`src/rtl/alu_pkg.sv`:
```
// alu_pkg: shared widths, opcodes and instruction layout for the ALU issue/writeback stage.
// LDI's imm8 occupies [7:0] and so shares bit 7 with the rd field.
package alu_pkg;
   localparam int NREG = 8;
   localparam int DW   = 8;
   localparam int RW   = $clog2(NREG);
   localparam int OW   = 6;
   localparam int IW   = 16;

   localparam logic [OW-1:0] OP_ADD = 6'b000000;
   localparam logic [OW-1:0] OP_SUB = 6'b000001;
   localparam logic [OW-1:0] OP_INC = 6'b010000;
   localparam logic [OW-1:0] OP_DEC = 6'b010001;
   localparam logic [OW-1:0] OP_AND = 6'b100000;
   localparam logic [OW-1:0] OP_OR  = 6'b100001;
   localparam logic [OW-1:0] OP_XOR = 6'b100010;
   localparam logic [OW-1:0] OP_NOT = 6'b010010;
   localparam logic [OW-1:0] OP_SHR = 6'b001000;
   localparam logic [OW-1:0] OP_SHL = 6'b001001;
   localparam logic [OW-1:0] OP_ROR = 6'b001010;
   localparam logic [OW-1:0] OP_ROL = 6'b001011;
   localparam logic [OW-1:0] OP_LDI = 6'b110000;

   typedef struct packed {
      logic [OW-1:0] opcode;
      logic [RW-1:0] rd;
      logic [RW-1:0] rs1;
      logic [RW-1:0] rs2;
      logic          rsv;
   } instr_t;

   function automatic logic [DW-1:0] imm8(instr_t i);
      return i[DW-1:0];
   endfunction
endpackage

```
`src/rtl/alu_issue_wb_if.sv`:
```
// alu_issue_wb_if: instruction handshake, ALU drive/return, writeback and debug-read signals.
interface alu_issue_wb_if;
   import alu_pkg::*;
   logic          in_valid;
   logic          in_ready;
   logic [IW-1:0] in_instr;
   logic [DW-1:0] alu_src1;
   logic [DW-1:0] alu_src2;
   logic [OW-1:0] alu_opcode;
   logic [DW-1:0] alu_result;
   logic          wb_valid;
   logic [RW-1:0] wb_rd;
   logic [DW-1:0] wb_data;
   logic          zero_flag;
   logic [RW-1:0] dbg_addr;
   logic [DW-1:0] dbg_data;

   modport slave (
      input  in_valid, in_instr, alu_result, dbg_addr,
      output in_ready, alu_src1, alu_src2, alu_opcode, wb_valid, wb_rd, wb_data, zero_flag, dbg_data
   );
   modport master (
      output in_valid, in_instr, alu_result, dbg_addr,
      input  in_ready, alu_src1, alu_src2, alu_opcode, wb_valid, wb_rd, wb_data, zero_flag, dbg_data
   );
endinterface

```
`src/rtl/mk_regfile.sv`:
```
// mk_regfile: NREG x DW register file, one synchronous write port, three asynchronous read ports.
module mk_regfile
   import alu_pkg::*;
(
   input  logic          clk,
   input  logic          rst,
   input  logic          i_we,
   input  logic [RW-1:0] i_waddr,
   input  logic [DW-1:0] i_wdata,
   input  logic [RW-1:0] i_ra1,
   input  logic [RW-1:0] i_ra2,
   input  logic [RW-1:0] i_ra3,
   output logic [DW-1:0] o_rd1,
   output logic [DW-1:0] o_rd2,
   output logic [DW-1:0] o_rd3
);
   logic [DW-1:0] r_mem [NREG];

   always_ff @(posedge clk) begin
      if (rst) r_mem <= '{default: '0};
      else if (i_we) r_mem[i_waddr] <= i_wdata;
   end

   assign o_rd1 = r_mem[i_ra1];
   assign o_rd2 = r_mem[i_ra2];
   assign o_rd3 = r_mem[i_ra3];
endmodule

```
`src/rtl/alu_issue_wb.sv`:
```
// alu_issue_wb: two-stage (E/W) issue and writeback around an external combinational ALU.
// ALU_ISSUE_FORWARD_EN bypasses wb_data on a read-after-write hazard; otherwise E stalls one cycle.
module alu_issue_wb
   import alu_pkg::*;
(
   input logic           clk,
   input logic           rst,
   alu_issue_wb_if.slave bus
);
   instr_t        r_e_instr;
   logic          r_e_valid;
   logic          r_w_valid;
   logic          r_zero;
   logic [RW-1:0] r_w_rd;
   logic [DW-1:0] r_w_data;
   logic [DW-1:0] w_rd1, w_rd2, w_op1, w_op2;
   logic          w_ldi, w_haz1, w_haz2, w_stall, w_adv, w_ready;

   mk_regfile u_rf (
      .clk     (clk),
      .rst     (rst),
      .i_we    (r_w_valid),
      .i_waddr (r_w_rd),
      .i_wdata (r_w_data),
      .i_ra1   (r_e_instr.rs1),
      .i_ra2   (r_e_instr.rs2),
      .i_ra3   (bus.dbg_addr),
      .o_rd1   (w_rd1),
      .o_rd2   (w_rd2),
      .o_rd3   (bus.dbg_data)
   );

   assign w_ldi  = r_e_instr.opcode == OP_LDI;
   assign w_haz1 = r_e_valid & r_w_valid & !w_ldi & (r_e_instr.rs1 == r_w_rd);
   assign w_haz2 = r_e_valid & r_w_valid & !w_ldi & (r_e_instr.rs2 == r_w_rd);

`ifdef ALU_ISSUE_FORWARD_EN
   assign w_op1   = w_haz1 ? r_w_data : w_rd1;
   assign w_op2   = w_haz2 ? r_w_data : w_rd2;
   assign w_stall = 1'b0;
`else
   // The register file only sees the W result after this edge, so wait one cycle and re-read.
   assign w_op1   = w_rd1;
   assign w_op2   = w_rd2;
   assign w_stall = w_haz1 | w_haz2;
`endif

   assign w_adv   = r_e_valid & !w_stall;
   assign w_ready = !r_e_valid | w_adv;

   assign bus.in_ready   = w_ready;
   assign bus.alu_src1   = r_e_valid ? w_op1 : '0;
   assign bus.alu_src2   = r_e_valid ? w_op2 : '0;
   assign bus.alu_opcode = r_e_valid ? r_e_instr.opcode : '0;
   assign bus.wb_valid   = r_w_valid;
   assign bus.wb_rd      = r_w_rd;
   assign bus.wb_data    = r_w_data;
   assign bus.zero_flag  = r_zero;

   always_ff @(posedge clk) begin
      if (rst) begin
         r_e_valid <= 1'b0;
         r_e_instr <= '0;
         r_w_valid <= 1'b0;
         r_w_rd    <= '0;
         r_w_data  <= '0;
         r_zero    <= 1'b0;
      end else begin
         if (w_ready) r_e_valid <= bus.in_valid;
         if (w_ready & bus.in_valid) r_e_instr <= bus.in_instr;
         r_w_valid <= w_adv;
         if (w_adv) begin
            r_w_rd   <= r_e_instr.rd;
            r_w_data <= w_ldi ? imm8(r_e_instr) : bus.alu_result;
         end
         if (r_w_valid) r_zero <= r_w_data == '0;
      end
   end
endmodule
```
`src/flat_wrapper.sv`:
```
// flat-port wrapper written by rule: the top's interface ports become plain ports
module alu_issue_wb_flat import alu_pkg::*;
  (clk, rst, bus_in_valid, bus_in_instr, bus_alu_result, bus_dbg_addr, bus_in_ready, bus_alu_src1, bus_alu_src2, bus_alu_opcode, bus_wb_valid, bus_wb_rd, bus_wb_data, bus_zero_flag, bus_dbg_data);
  alu_issue_wb_if bus_i ();
  input logic clk;
  input logic rst;
  input wire logic [$bits(bus_i.in_valid)-1:0] bus_in_valid;
  input wire logic [$bits(bus_i.in_instr)-1:0] bus_in_instr;
  input wire logic [$bits(bus_i.alu_result)-1:0] bus_alu_result;
  input wire logic [$bits(bus_i.dbg_addr)-1:0] bus_dbg_addr;
  output wire logic [$bits(bus_i.in_ready)-1:0] bus_in_ready;
  output wire logic [$bits(bus_i.alu_src1)-1:0] bus_alu_src1;
  output wire logic [$bits(bus_i.alu_src2)-1:0] bus_alu_src2;
  output wire logic [$bits(bus_i.alu_opcode)-1:0] bus_alu_opcode;
  output wire logic [$bits(bus_i.wb_valid)-1:0] bus_wb_valid;
  output wire logic [$bits(bus_i.wb_rd)-1:0] bus_wb_rd;
  output wire logic [$bits(bus_i.wb_data)-1:0] bus_wb_data;
  output wire logic [$bits(bus_i.zero_flag)-1:0] bus_zero_flag;
  output wire logic [$bits(bus_i.dbg_data)-1:0] bus_dbg_data;
  assign bus_i.in_valid = bus_in_valid;
  assign bus_i.in_instr = bus_in_instr;
  assign bus_i.alu_result = bus_alu_result;
  assign bus_i.dbg_addr = bus_dbg_addr;
  assign bus_in_ready = bus_i.in_ready;
  assign bus_alu_src1 = bus_i.alu_src1;
  assign bus_alu_src2 = bus_i.alu_src2;
  assign bus_alu_opcode = bus_i.alu_opcode;
  assign bus_wb_valid = bus_i.wb_valid;
  assign bus_wb_rd = bus_i.wb_rd;
  assign bus_wb_data = bus_i.wb_data;
  assign bus_zero_flag = bus_i.zero_flag;
  assign bus_dbg_data = bus_i.dbg_data;
  alu_issue_wb u_core (.clk(clk), .rst(rst), .bus(bus_i));
endmodule
```
`config.mk`:
```
export PLATFORM = sky130hd
export DESIGN_NAME = alu_issue_wb_flat
export DESIGN_NICKNAME = d
export VERILOG_FILES = /design/src/rtl/alu_pkg.sv /design/src/rtl/alu_issue_wb_if.sv /design/src/rtl/mk_regfile.sv /design/src/rtl/alu_issue_wb.sv /design/src/flat_wrapper.sv
export SDC_FILE = /design/constraint.sdc
export NUM_CORES = 1
export LEC_CHECK = 0
export ABC_AREA = 1
export CAP_MARGIN = 30
export CORE_ASPECT_RATIO = 2
export CORE_MARGIN = 2
export CORE_UTILIZATION = 49
export DETAILED_ROUTE_END_ITERATION = 16
export PLACE_DENSITY = 0.72
export SLEW_MARGIN = 10
export SYNTH_ARGS = -nofsm -noshare
export SYNTH_HDL_FRONTEND = slang
export SYNTH_SLANG_ARGS = --single-unit
```
`constraint.sdc`:
```
create_clock -name clk -period 3.95 [get_ports clk]
set_input_delay 0.5925 -clock clk [delete_from_list [all_inputs] [get_ports clk]]
set_output_delay 0.5925 -clock clk [all_outputs]
set_load 0.05 [all_outputs]
```
After elaboration in Yosys (flattened, before gate mapping)

Index checks and enable logic that the tools add are counted.

Register bits: 94
Input bits: 30
Output and inout bits: 44

Order comparisons: 5
Eq/ne operators: 3
Muxes and demuxes: 16
Bitwise gates (word level): 12
Reductions and logical operators: 5

Operator list:

| cell                                                                          | count |
|---|---|
| 8-bit two-way mux                                                             | 10 |
| 8-bit binary-select mux with 3-bit select                                     | 3 |
| 64-bit bitwise mux                                                            | 1 |
| 8-bit demux with 3-bit select                                                 | 1 |
| 4-bit greater-or-equal comparator (second input constant)                     | 4 |
| 3-bit NOT with 4-bit output                                                   | 4 |
| 8-bit zero test                                                               | 1 |
| 1-bit bitwise AND                                                             | 6 |
| 3-bit equality test                                                           | 2 |
| 6-bit equality test (second input constant)                                   | 1 |
| 6-bit two-way mux                                                             | 1 |
| 4-bit by 1-bit less-than comparator with 1-bit output (second input constant) | 1 |
| 1-bit zero test                                                               | 3 |
| 1-bit OR                                                                      | 2 |
| 1-bit logical AND                                                             | 1 |

Longest topological paths before layout

Gate-level depths: netlist of the first run.

Depth after elaboration: 9
Mapped depth: 11
Gate-level depth less buffers: 9

Cells and area by module

A second synthesis of the first run with hierarchy kept.

Cell total of the unflattened synthesis: 1,095
Area total of the unflattened synthesis: 6,174.7 um^2

By module, submodules not included:

| module       | times used | cells each | area each (um^2) | sequential area each (um^2) |
|---|---|---|---|---|
| mk_regfile   | 1          | 804        | 4,455.5          | 1,281.2 |
| alu_issue_wb | 1          | 291        | 1,719.1          | 600.6 |

Least setup slack after synthesis of the first run

OpenSTA, ideal clock, no wires.

Path kind: input to output
From: in bus_dbg_addr[0]
To: out bus_dbg_data[4]
Data arrival time: 2.051 ns
Data required time: 3.357 ns
Setup slack: 1.307 ns
Stages: 5
Path through: buf_2 > buf_1 > a21oi_1 > o21ai_0 > a31oi_1

Longest elaborated chain between the ends: 4

RTL lines:

| item                                                  | line               | RTL |
|---|---|---|
| start, declared                                       | flat_wrapper.sv:10 | `input wire logic [$bits(bus_i.dbg_addr)-1:0] bus_dbg_addr;` |
| 3-bit NOT with 4-bit output (implied by the code)     | mk_regfile.sv:26   | `assign o_rd3 = r_mem[i_ra3];` |
| 8-bit binary-select mux with 3-bit select             | mk_regfile.sv:26   |  |
| 8-bit two-way mux (implied by the code) (2 in series) | mk_regfile.sv:26   |  |
| end, declared                                         | flat_wrapper.sv:19 | `output wire logic [$bits(bus_i.dbg_data)-1:0] bus_dbg_data;` |

No other way between the ends. The select of a mux whose other input is x is not followed.

Final worst setup path of the first run

From: reg u_core.r_e_instr[5] (netlist bit)
To: out bus_alu_src1[3]

Longest elaborated chain between the ends: 5

RTL lines:

| item                                                  | line               | RTL |
|---|---|---|
| start, declared                                       | alu_issue_wb.sv:10 | `instr_t r_e_instr;` |
| start signal, assigned                                | alu_issue_wb.sv:70 | `if (w_ready & bus.in_valid) r_e_instr <= bus.in_instr;` |
| 3-bit NOT with 4-bit output (implied by the code)     | mk_regfile.sv:24   | `assign o_rd1 = r_mem[i_ra1];` |
| 8-bit binary-select mux with 3-bit select             | mk_regfile.sv:24   |  |
| 8-bit two-way mux (implied by the code) (2 in series) | mk_regfile.sv:24   |  |
| 8-bit two-way mux                                     | alu_issue_wb.sv:52 | `assign bus.alu_src1 = r_e_valid ? w_op1 : '0;` |
| end, declared                                         | flat_wrapper.sv:12 | `output wire logic [$bits(bus_i.alu_src1)-1:0] bus_alu_src1;` |

No other way between the ends. The select of a mux whose other input is x is not followed.

==> flow_metrics.py, run 1 <==
metrics = {
    "synth": {
        "synth_fp_nets": 917,
        "synth_edf_count": 0,
        "synth_cell_types": 27,
        "ys_warn_count": 0,
        "synth_top_area_cell": "dfxtp_1",
        "netlist_area_um2": 5600,
        "postSynthRegisterBits": 94,
        "synth_top_area_share_pct": 33.6,
        "synth_area_leaders": "dfxtp_1 (34%), o21ai_0 (19%), nor2_1 (12%)",
        "synth_commonest_cells": "o21ai_0 (208), nor2_1 (183), dfxtp_1 (94), nand2_1 (82), inv_1 (74)",
        "synth_seq_area_share_pct": 33.6,
        "synth.most_common_cell": "o21ai_0",
        "syn_avg_cell_area_um2": 6.32,
        "ys.flop_type": "dfxtp_1",
        "async_reset_ff_share_pct": 0,
        "postSynthCellCount": 887,
    },
    "critical_path": {
        "r2r_start": "u_core.r_e_instr[5]",
        "setup.worst_path.end_class": "output pin",
        "critPathKind": "reg -> out",
        "timing.rr.end": "u_core.r_e_instr[8]",
        "crit_fanout": 18,
        "arrival_ps": 2850,
        "worstPathRequired_ps": 3360,
        "critPathLaunchType": "flip-flop",
        "rr_worst_depth": 10,
        "rrSetupSlack_ps": 1420,
    },
    "hold_path": {
        "worstHoldStart": "u_core.r_e_instr[0]",
        "whs_path_depth": 2,
        "hold_end": "u_core.r_e_instr[0]",
        "hp-class": "reg -> reg",
    },
    "pwr": {
        "comb_power_share_pct": 19.9,
        "seq_power_share_pct": 41.3,
        "p_per_area_nw_per_um2": 381,
        "intPower_mw": 1.74,
        "netSwitchingPower_uw": 787,
        "clockPowerShare_pct": 38.8,
        "switching_share_pct": 31.1,
        "worst_ir_drop_vdd_v": 0.000236,
        "p_leak_nw": 2.78,
    },
    "clock_network": {
        "post_cts_resized": 0,
        "cts.path.max_buffers": 2,
        "root_buffer": "clkbuf_16",
        "post_cts_buffers": 0,
        "cts_tree": "built",
        "htreeDepth": 3,
        "ctsHoldBuffers": 0,
        "clkTransAtPathRegs_ps": 70,
        "cts_sinks": 94,
        "clock_latency_ps": 360,
        "cts_buffers": 9,
    },
    "routing": {
        "via_per_inst": 5.77,
        "vias": 6129,
        "drt_iter0_drc": 725,
        "drt-pass1-iter-count": 6,
        "drt-total-wl_um": 18400,
        "drc": 0,
        "wire_per_inst_um": 17.3,
        "antenna_left": 0,
    },
    "timing": {
        "drv_slew": 0,
        "tightest_slew_ps": 901,
        "fin_crit_sh_pct": 87.3,
        "final.min_clock_period_ps": 3450,
        "slew_headroom_pct": 39.8,
        "clock_skew_ps": 9.21,
        "grt_setup_unrepaired": "false",
        "hold_ws_ps": 490,
        "fmax_mhz": 290,
        "tns_ps": 0,
        "finalSetupViolations": 0,
        "hold_viol_final": 0,
    },
    "placement": {
        "place.gp.congestion": 0.915,
        "port_buffers": 73,
        "dpl.hpwl_um": 12400,
    },
    "floorplanning": {
        "core_area_um2": 11200,
        "pin_count": 74,
        "dieArea_um2": 12400,
        "fp.dieH_um": 155,
        "row_count": 55,
        "start_util_pct": 49.9,
        "die_w_um": 79.6,
    },
    "global_routing": {
        "grt_pass1_vias": 5492,
        "grt_pass1_wl_um": 28800,
        "grt.total_usage_pct": 30.2,
        "grt_max_degree": 46,
        "grt_overflow": 0,
        "antenna_found_initial": 0,
    },
    "job": {
        "max_cap_violations": 0,
    },
    "cells_and_area": {
        "fillCellCount": 1095,
        "n_antenna_cell": 0,
        "area_delta_synth_final_pct": 18.4,
        "finalNetCount": 946,
        "drive_gt1_share_pct": 9.23,
    },
    "outcome": {
        "status": "finished, final reports clean",
    },
}
==> worst max-delay path: stages (launching register included) <==
cell and delay (ps):
dfxtp_1 890, buf_4 290, o21ai_0 90, o21ai_1 130
o21ai_0 100, nor2_1 170, clkdlybuf4s50_1 820
==> registers in the layout, indices dropped and copies added (netlist names) <==
signal / count
u_core.bus.wb_valid: 1
u_core.bus.zero_flag: 1
u_core.u_rf.r_mem: 64
u_core.r_e_instr: 16
u_core.bus.wb_data: 8
u_core.r_e_valid: 1
u_core.bus.wb_rd: 3
==> worst max path at each step <==
| stage | start | endpoint |
|---|---|---|
| after detailed placement | bus_dbg_addr[1] | bus_dbg_data[5] |
| final | u_core.r_e_instr[5] | bus_alu_src1[3] |
| after floorplan | bus_dbg_addr[0] | bus_dbg_data[4] |
| after global placement | bus_dbg_addr[1] | bus_dbg_data[5] |
| after CTS | u_core.r_e_instr[5] | bus_alu_src1[7] |
| after global routing | u_core.r_e_instr[5] | bus_alu_src1[2] |
==> per-stage QoR <==
stage | setup WS (ps) | instance area (um2) | std cells | utilization, % | power, mW
2_1_floorplan | 1310 | 5600 | 887 | - | 1.39
3_3_place_gp | 816 | 6300 | 1047 | 56.2 | 1.56
3_5_place_dp | 804 | 6300 | 1047 | 56.2 | 1.56
4_1_cts | 543 | 6630 | 1063 | 59.1 | 2.53
5_1_grt | 381 | 6630 | 1063 | 59.1 | 2.62
6_report | 503 | 6630 | 1063 | 59.1 | 2.53
==> power groups by stage <==
stage / registers (mW) / clock network [mW] / logic (mW)
global route: 1.05 / 1.02 / 0.550
floorplan: 1.05 / 0 / 0.338
detailed placement: 1.06 / 0 / 0.498
finish: 1.04 / 0.979 / 0.503
global placement: 1.06 / 0 / 0.495
CTS: 1.04 / 0.985 / 0.500
==> layout make-up <==
| cell class | count | area [um2] | area share, % |
|---|---|---|---|
| multi-input cells | 640 | 3040 | 45.8 |
| flip-flops and latches | 94 | 1880 | 28.4 |
| repair buffers | 88 | 883 | 13.3 |
| inverters | 83 | 319 | 4.81 |
| clock buffers | 10 | 239 | 3.60 |
| well taps | 142 | 178 | 2.68 |
| clock inverters | 6 | 93.8 | 1.42 |
==> routing by layer <==
metal / wire [um] / vias up / GRT usage (%)
met5: 0 / - / 0
met4: 1050 / 0 / 17.6
met3: 1210 / 87 / 3.65
met2: 9320 / 284 / 53.4
met1: 6860 / 2789 / 34.0
li1: - / 2969 / -
==> placed cells by master (no fill, tap or decap), drive strengths merged, types with 4 or more instances in the layout <==
cell type	instances
clkdlybuf4s50	64
o211ai	7
a21oi	100
clkbuf	10
inv	83
nand3	31
nor2	187
o21ai	218
buf	24
dfxtp	94
a31oi	8
nand2	84
clkinv	4
==> kinds of logic (layout without fill, tap and decap cells) <==
| logic type | after synthesis | after routing | synth area share [%] |
|---|---|---|---|
| AOI/OAI and AO/OA | 334 | 334 | 32.2 |
| and+or+nand+nor | 304 | 304 | 21.7 |
| buffers and inverters | 153 | 187 | 12.2 |
| DFF | 94 | 94 | 33.6 |
| xor gates and xnor gates | 2 | 2 | 0.313 |
(Power assumes the default switching activity.)
==> run 2: changes to the inputs <==
--- a/config.mk
+++ b/config.mk
@@ -9,9 +9,8 @@
 export CAP_MARGIN = 30
 export CORE_ASPECT_RATIO = 2
 export CORE_MARGIN = 2
-export CORE_UTILIZATION = 49
+export CORE_UTILIZATION = 30
 export DETAILED_ROUTE_END_ITERATION = 16
-export PLACE_DENSITY = 0.72
 export SLEW_MARGIN = 10
 export SYNTH_ARGS = -nofsm -noshare
 export SYNTH_HDL_FRONTEND = slang
==> run 2 against run 1 <==
Effect of this change:
- critical path depth unchanged
- clock-buffer cell count down 1
- largest power group unchanged
- sequential power hardly changed
- sequential share of layout area fell by 0.35 points
- flip-flop and latch count stayed put
- first-iteration DRC count down 19%
- critical endpoint is now bus_dbg_data[1]
- routed wire length rose by 4.4%
- setup slack better by 150 ps
- clock power down 9.0%
- combinational power is 3% higher
- final area rose by 1.2%
- highest routed layer unchanged
==> flow_metrics.py, run 2 (synthesized netlist as in run 1, its figures left out) <==
metrics = {
    "cells_and_area": {
        "largest-register": "u_core.u_rf.r_mem",
        "area_delta_synth_final_pct": 19.9,
        "multi_input_area_um2": 3040,
        "seq_area_um2": 1880,
        "final_common_cell": "o21ai_0",
        "n_antenna_cell": 0,
        "drive_gt1_share_pct": 9.24,
        "fillCellCount": 1933,
        "layout_common_cells": "o21ai_0 (208), nor2_1 (183), dfxtp_1 (93)",
        "largest_reg_flops": 64,
        "finalNetCount": 946,
    },
    "global_routing": {
        "grt.busiest_layer": "met2",
        "met2_usage_pct": 34.4,
        "grt_overflow": 0,
        "grtUsageMet3_pct": 2.58,
        "grt_max_degree": 49,
        "grt_pass1_vias": 5579,
        "gr-usage-met1_pct": 22.3,
        "grt.total_usage_pct": 19.6,
        "grt_pass1_wl_um": 30200,
        "antenna_found_initial": 0,
    },
    "job": {
        "max_cap_violations": 0,
    },
    "clock_network": {
        "cts_sinks": 94,
        "cts_tree": "built",
        "clkTransAtPathRegs_ps": 70,
        "cts_buffers": 9,
        "root_buffer": "clkbuf_16",
        "post_cts_buffers": 0,
        "cts.path.max_buffers": 2,
        "ctsHoldBuffers": 0,
        "htreeDepth": 3,
        "clock_latency_ps": 350,
        "post_cts_resized": 0,
    },
    "placement": {
        "dp_worst_setup_slack_ps": 677,
        "place.gp.congestion": 0.867,
        "port_buffers": 73,
        "dpl.hpwl_um": 13200,
    },
    "hold_path": {
        "whs_path_depth": 2,
        "hp-class": "reg -> reg",
    },
    "critical_path": {
        "cp_cell_sequence": "clkdlybuf4s50_1 > o21ai_0 > o21ai_0 > nor2_1 > a31oi_1 > buf_12",
        "r2r_start": "u_core.r_e_valid",
        "critPathKind": "in -> out",
        "critPathTopFamily": "buffers and inverters",
        "rr_worst_depth": 7,
        "crit_buf_inv": 2,
        "cpMaxStageDelayCell": "clkdlybuf4s50_1",
        "crit_path_end": "bus_dbg_data[1]",
        "rrSetupSlack_ps": 1800,
        "timing.rr.end": "u_core.bus.wb_data[1]",
        "timing.critical_path.mode_cell": "o21ai_0",
        "critPathMaxStageDelay_ps": 1040,
        "worstPathRequired_ps": 3360,
        "path_depth": 6,
        "arrival_ps": 2700,
        "critPathLaunchType": "primary input",
        "critPathLaunch": "bus_dbg_addr[1]",
        "setup.worst_path.end_class": "output pin",
        "crit_fanout": 23,
    },
    "floorplanning": {
        "dieArea_um2": 19800,
        "start_util_pct": 30.6,
        "fp.dieH_um": 197,
        "row_count": 70,
        "pin_count": 74,
        "die_w_um": 101,
        "core_area_um2": 18300,
    },
    "timing": {
        "clock_skew_ps": 9.93,
        "fmax_mhz": 304,
        "hold_viol_final": 0,
        "slew_headroom_pct": 41.8,
        "final.min_clock_period_ps": 3290,
        "timing.final.ws_setup_ps": 658,
        "drv_slew": 0,
        "fin_crit_sh_pct": 83.3,
        "tns_ps": 0,
        "finalSetupViolations": 0,
        "tightest_slew_ps": 870,
        "grt_setup_unrepaired": "false",
    },
    "pwr": {
        "worst_ir_drop_vdd_v": 0.000217,
        "p_leak_nw": 2.78,
        "p_per_area_nw_per_um2": 364,
    },
    "routing": {
        "wire_per_inst_um": 16.9,
        "vias": 6047,
        "drt-pass1-iter-count": 6,
        "drt-total-wl_um": 19200,
        "drc": 0,
        "antenna_left": 0,
        "drt_iter0_drc": 588,
        "via_per_inst": 5.32,
    },
    "outcome": {
        "status": "finished, final reports clean",
    },
}
-- run 2: cell count changes in the layout (fill, tap and decap cells not counted), sizes merged --
| cell | before | now |
|---|---|---|
| inv | 83 | 85 |
| clkdlybuf4s50 | 64 | 63 |
| bufinv | 2 | 1 |
| clkinv | 4 | 3 |
| clkbuf | 10 | 9 |
| buf | 24 | 25 |
-- run 2: power by group --
group	total (mW)	internal [mW]	switching [mW]	leakage, nW
clock	0.891	0.495	0.397	0.147
sequential	1.04	0.979	0.0584	0.765
combinational	0.519	0.187	0.332	1.87
total	2.45	1.66	0.787	2.78
-- run 2: cell type report --
| cell class | count | share of cell area [%] |
|---|---|---|
| timing repair buffer | 88 | 13.6 |
| inverter | 83 | 4.75 |
| clock inverter | 6 | 1.04 |
| tap | 216 | 4.03 |
| multi-input combinational | 640 | 45.2 |
| sequential | 94 | 28.0 |
| clock buffer | 9 | 3.35 |
-- run 2: worst min-delay path by stage --
stage	start	end	slack [ps]
CTS	u_core.u_rf.r_mem[37]	u_core.u_rf.r_mem[37]	490
detailed placement	u_core.u_rf.r_mem[37]	u_core.u_rf.r_mem[37]	470
floorplan	u_core.u_rf.r_mem[32]	u_core.u_rf.r_mem[32]	460
global route	u_core.r_e_instr[0]	u_core.r_e_instr[0]	520
finish	u_core.u_rf.r_mem[37]	u_core.u_rf.r_mem[37]	490
global placement	u_core.r_e_instr[9]	u_core.r_e_instr[9]	470
-- run 2: stage by stage --
stage | power [mW] | cell area [um2] | hold slack (ps) | instances | utilization (%)
final | 2.45 | 6710 | 487 | 1136 | 36.7
after global routing | 2.55 | 6710 | 515 | 1136 | 36.7
after CTS | 2.46 | 6710 | 487 | 1136 | 36.7
after detailed placement | 1.58 | 6420 | 474 | 1121 | 35.1
after global placement | 1.57 | 6390 | 466 | 1120 | 34.9
after floorplan | 1.39 | 5600 | 457 | 887 | -
-- run 2: layer usage --
| layer | wire [um] | share of wire (%) |
|---|---|---|
| met5 | 0 | 0 |
| met4 | 1000 | 5.2 |
| met3 | 1080 | 5.6 |
| met2 | 9720 | 51 |
| met1 | 7440 | 39 |
-- run 2: worst reg2reg max path, stage by stage, from the launching register on --
cell,delay (ps)
dfxtp_2,660
buf_4,390
nand3_1,140
inv_2,90
nand2_4,190
buf_4,340
a21oi_2,180
nor2_1,60
==> run 3: changes to the inputs <==
==> constraint.sdc (replaced) <==
create_clock -name clk -period 3.04 [get_ports clk]
set_input_delay 0.456 -clock clk [delete_from_list [all_inputs] [get_ports clk]]
set_output_delay 0.456 -clock clk [all_outputs]
set_load 0.05 [all_outputs]
==> run 3 against run 2 <==
Effect of this change:
- first-iteration DRC count fell by 7.8%
- utilization rose by 1.3 points
- final cell count rose by 0.62%
- global-route usage rose by 0.71 points
- via count rose by 0.48%
- clock power rose by 27%
- routed wire length rose by 3.0%
- critical path type is now reg -> out
==> flow_metrics.py, run 3 (synthesized netlist as in run 1, its figures left out) <==
metrics = {
    "timing": {
        "slew_headroom_pct": 49.8,
        "fmax_mhz": 352,
        "hold_viol_final": 0,
        "drv_slew": 0,
        "hold_ws_ps": 490,
        "tns_ps": 0,
        "grt_setup_unrepaired": "false",
        "final.min_clock_period_ps": 2840,
        "finalSetupViolations": 0,
        "fin_crit_sh_pct": 93.3,
        "tightest_slew_ps": 752,
        "timing.final.ws_setup_ps": 203,
        "clock_skew_ps": 8.32,
    },
    "clock_network": {
        "cts.path.max_buffers": 2,
        "ctsHoldBuffers": 0,
        "post_cts_resized": 0,
        "clkTransAtPathRegs_ps": 70,
        "cts_buffers": 9,
        "clock_latency_ps": 350,
        "post_cts_buffers": 0,
        "cts_tree": "built",
        "root_buffer": "clkbuf_16",
        "htreeDepth": 3,
        "cts_sinks": 94,
    },
    "placement": {
        "port_buffers": 73,
        "dp_worst_setup_slack_ps": 504,
        "place.gp.congestion": 0.878,
        "dpl.hpwl_um": 13400,
        "dp.cells": 1127,
        "dpl_cell_area_um2": 6670,
    },
    "hold_path": {
        "hp-class": "reg -> reg",
        "hold_end": "u_core.u_rf.r_mem[36]",
        "whs_path_depth": 2,
        "worstHoldStart": "u_core.u_rf.r_mem[36]",
    },
    "routing": {
        "antenna_left": 0,
        "vias": 6076,
        "drt-total-wl_um": 19800,
        "drt_iter0_drc": 542,
        "wire_per_inst_um": 17.3,
        "drc": 0,
        "drt-pass1-iter-count": 5,
        "via_per_inst": 5.32,
    },
    "global_routing": {
        "antenna_found_initial": 0,
        "grt_max_degree": 55,
        "grt_pass1_wl_um": 30900,
        "grt_overflow": 0,
        "grt.total_usage_pct": 20.3,
        "grt_pass1_vias": 5452,
    },
    "cells_and_area": {
        "finalNetCount": 952,
        "largest-register": "u_core.u_rf.r_mem",
        "utilization_pct": 38.0,
        "area_delta_synth_final_pct": 24.2,
        "n_antenna_cell": 0,
        "fillCellCount": 1895,
        "drive_gt1_share_pct": 11.7,
        "final_common_cell": "o21ai_0",
        "fin_area_um2": 6960,
        "layoutNonFillerInstCount": 1143,
        "layout_common_cells": "o21ai_0 (208), nor2_1 (183), dfxtp_1 (93)",
        "largest_reg_flops": 64,
    },
    "critical_path": {
        "critPathTopFamily": "flip-flops",
        "worstPathRequired_ps": 2580,
        "r2r_start": "u_core.r_e_instr[1]",
        "crit_fanout": 34,
        "rrSetupSlack_ps": 690,
        "timing.rr.end": "u_core.r_e_instr[8]",
        "cpMaxStageDelayCell": "dfxtp_1",
        "crit_buf_inv": 2,
        "rr_worst_depth": 10,
        "critPathLaunchType": "flip-flop",
        "cp_cell_sequence": "inv_4 > o21ai_0 > a21oi_1 > nor2_1 > buf_12",
        "critPathMaxStageDelay_ps": 810,
        "critPathKind": "reg -> out",
        "critPathLaunch": "u_core.r_e_instr[1]",
        "setup.worst_path.end_class": "output pin",
        "arrival_ps": 2380,
    },
    "floorplanning": {
        "die_w_um": 101,
        "dieArea_um2": 19800,
        "core_area_um2": 18300,
        "start_util_pct": 30.6,
        "row_count": 70,
        "fp.dieH_um": 197,
        "pin_count": 74,
    },
    "outcome": {
        "status": "finished, final reports clean",
    },
    "pwr": {
        "p_per_area_nw_per_um2": 459,
        "power_mw": 3.19,
        "worst_ir_drop_vdd_v": 0.000282,
        "p_leak_nw": 2.90,
    },
    "job": {
        "max_cap_violations": 0,
    },
}
-- run 3: cell types whose count changed in the layout (fill, tap and decap cells not counted), sizes merged --
| cell | previous run | this run |
|---|---|---|
| buf | 25 | 47 |
| bufinv | 1 | 0 |
| clkdlybuf4s50 | 63 | 47 |
| clkinvlp | 0 | 1 |
| inv | 85 | 86 |
-- run 3: final cells by class --
| class | instances | area, um2 | share of cell area (%) |
|---|---|---|---|
| clock inverter | 7 | 65.1 | 0.935 |
| timing repair buffer | 94 | 1160 | 16.7 |
| multi-input combinational | 640 | 3040 | 43.6 |
| sequential | 94 | 1880 | 27.1 |
| inverter | 83 | 319 | 4.59 |
| clock buffer | 9 | 225 | 3.24 |
| tap | 216 | 270 | 3.88 |
-- run 3: where the power goes --
| group | internal (mW) | total, mW | switching [mW] | leakage, nW |
|---|---|---|---|---|
| Clock | 0.576 | 1.13 | 0.554 | 0.140 |
| Sequential | 1.27 | 1.34 | 0.0647 | 0.765 |
| Combinational | 0.274 | 0.727 | 0.454 | 1.99 |
-- run 3: how the worst max path moves through the flow --
stage	endpoint	slack [ps]	cells past startpoint
floorplan	bus_dbg_data[4]	670	5
global route	bus_alu_src2[4]	10	6
detailed placement	bus_dbg_data[1]	500	7
global placement	bus_dbg_data[2]	500	7
finish	bus_alu_src2[3]	200	5
CTS	bus_alu_src2[4]	210	5
-- run 3: worst register-to-register path, stage by stage (launching register included) --
cell	delay, ps
dfxtp_1	810
inv_4	320
nand2_1	150
nand2_1	70
nand3_2	70
nand2_2	70
nand2_4	270
buf_12	260
nand3_1	110
nand2_1	80
nor2_1	40
-- run 3: routing by layer --
metal  GRT usage, %  part of all wire [%]  wire, um
met1           23.6                    38      7590
met2           35.7                    51     10200
met3           2.80                   5.6      1110
met4           9.89                   4.9       966
met5              0                     0         0
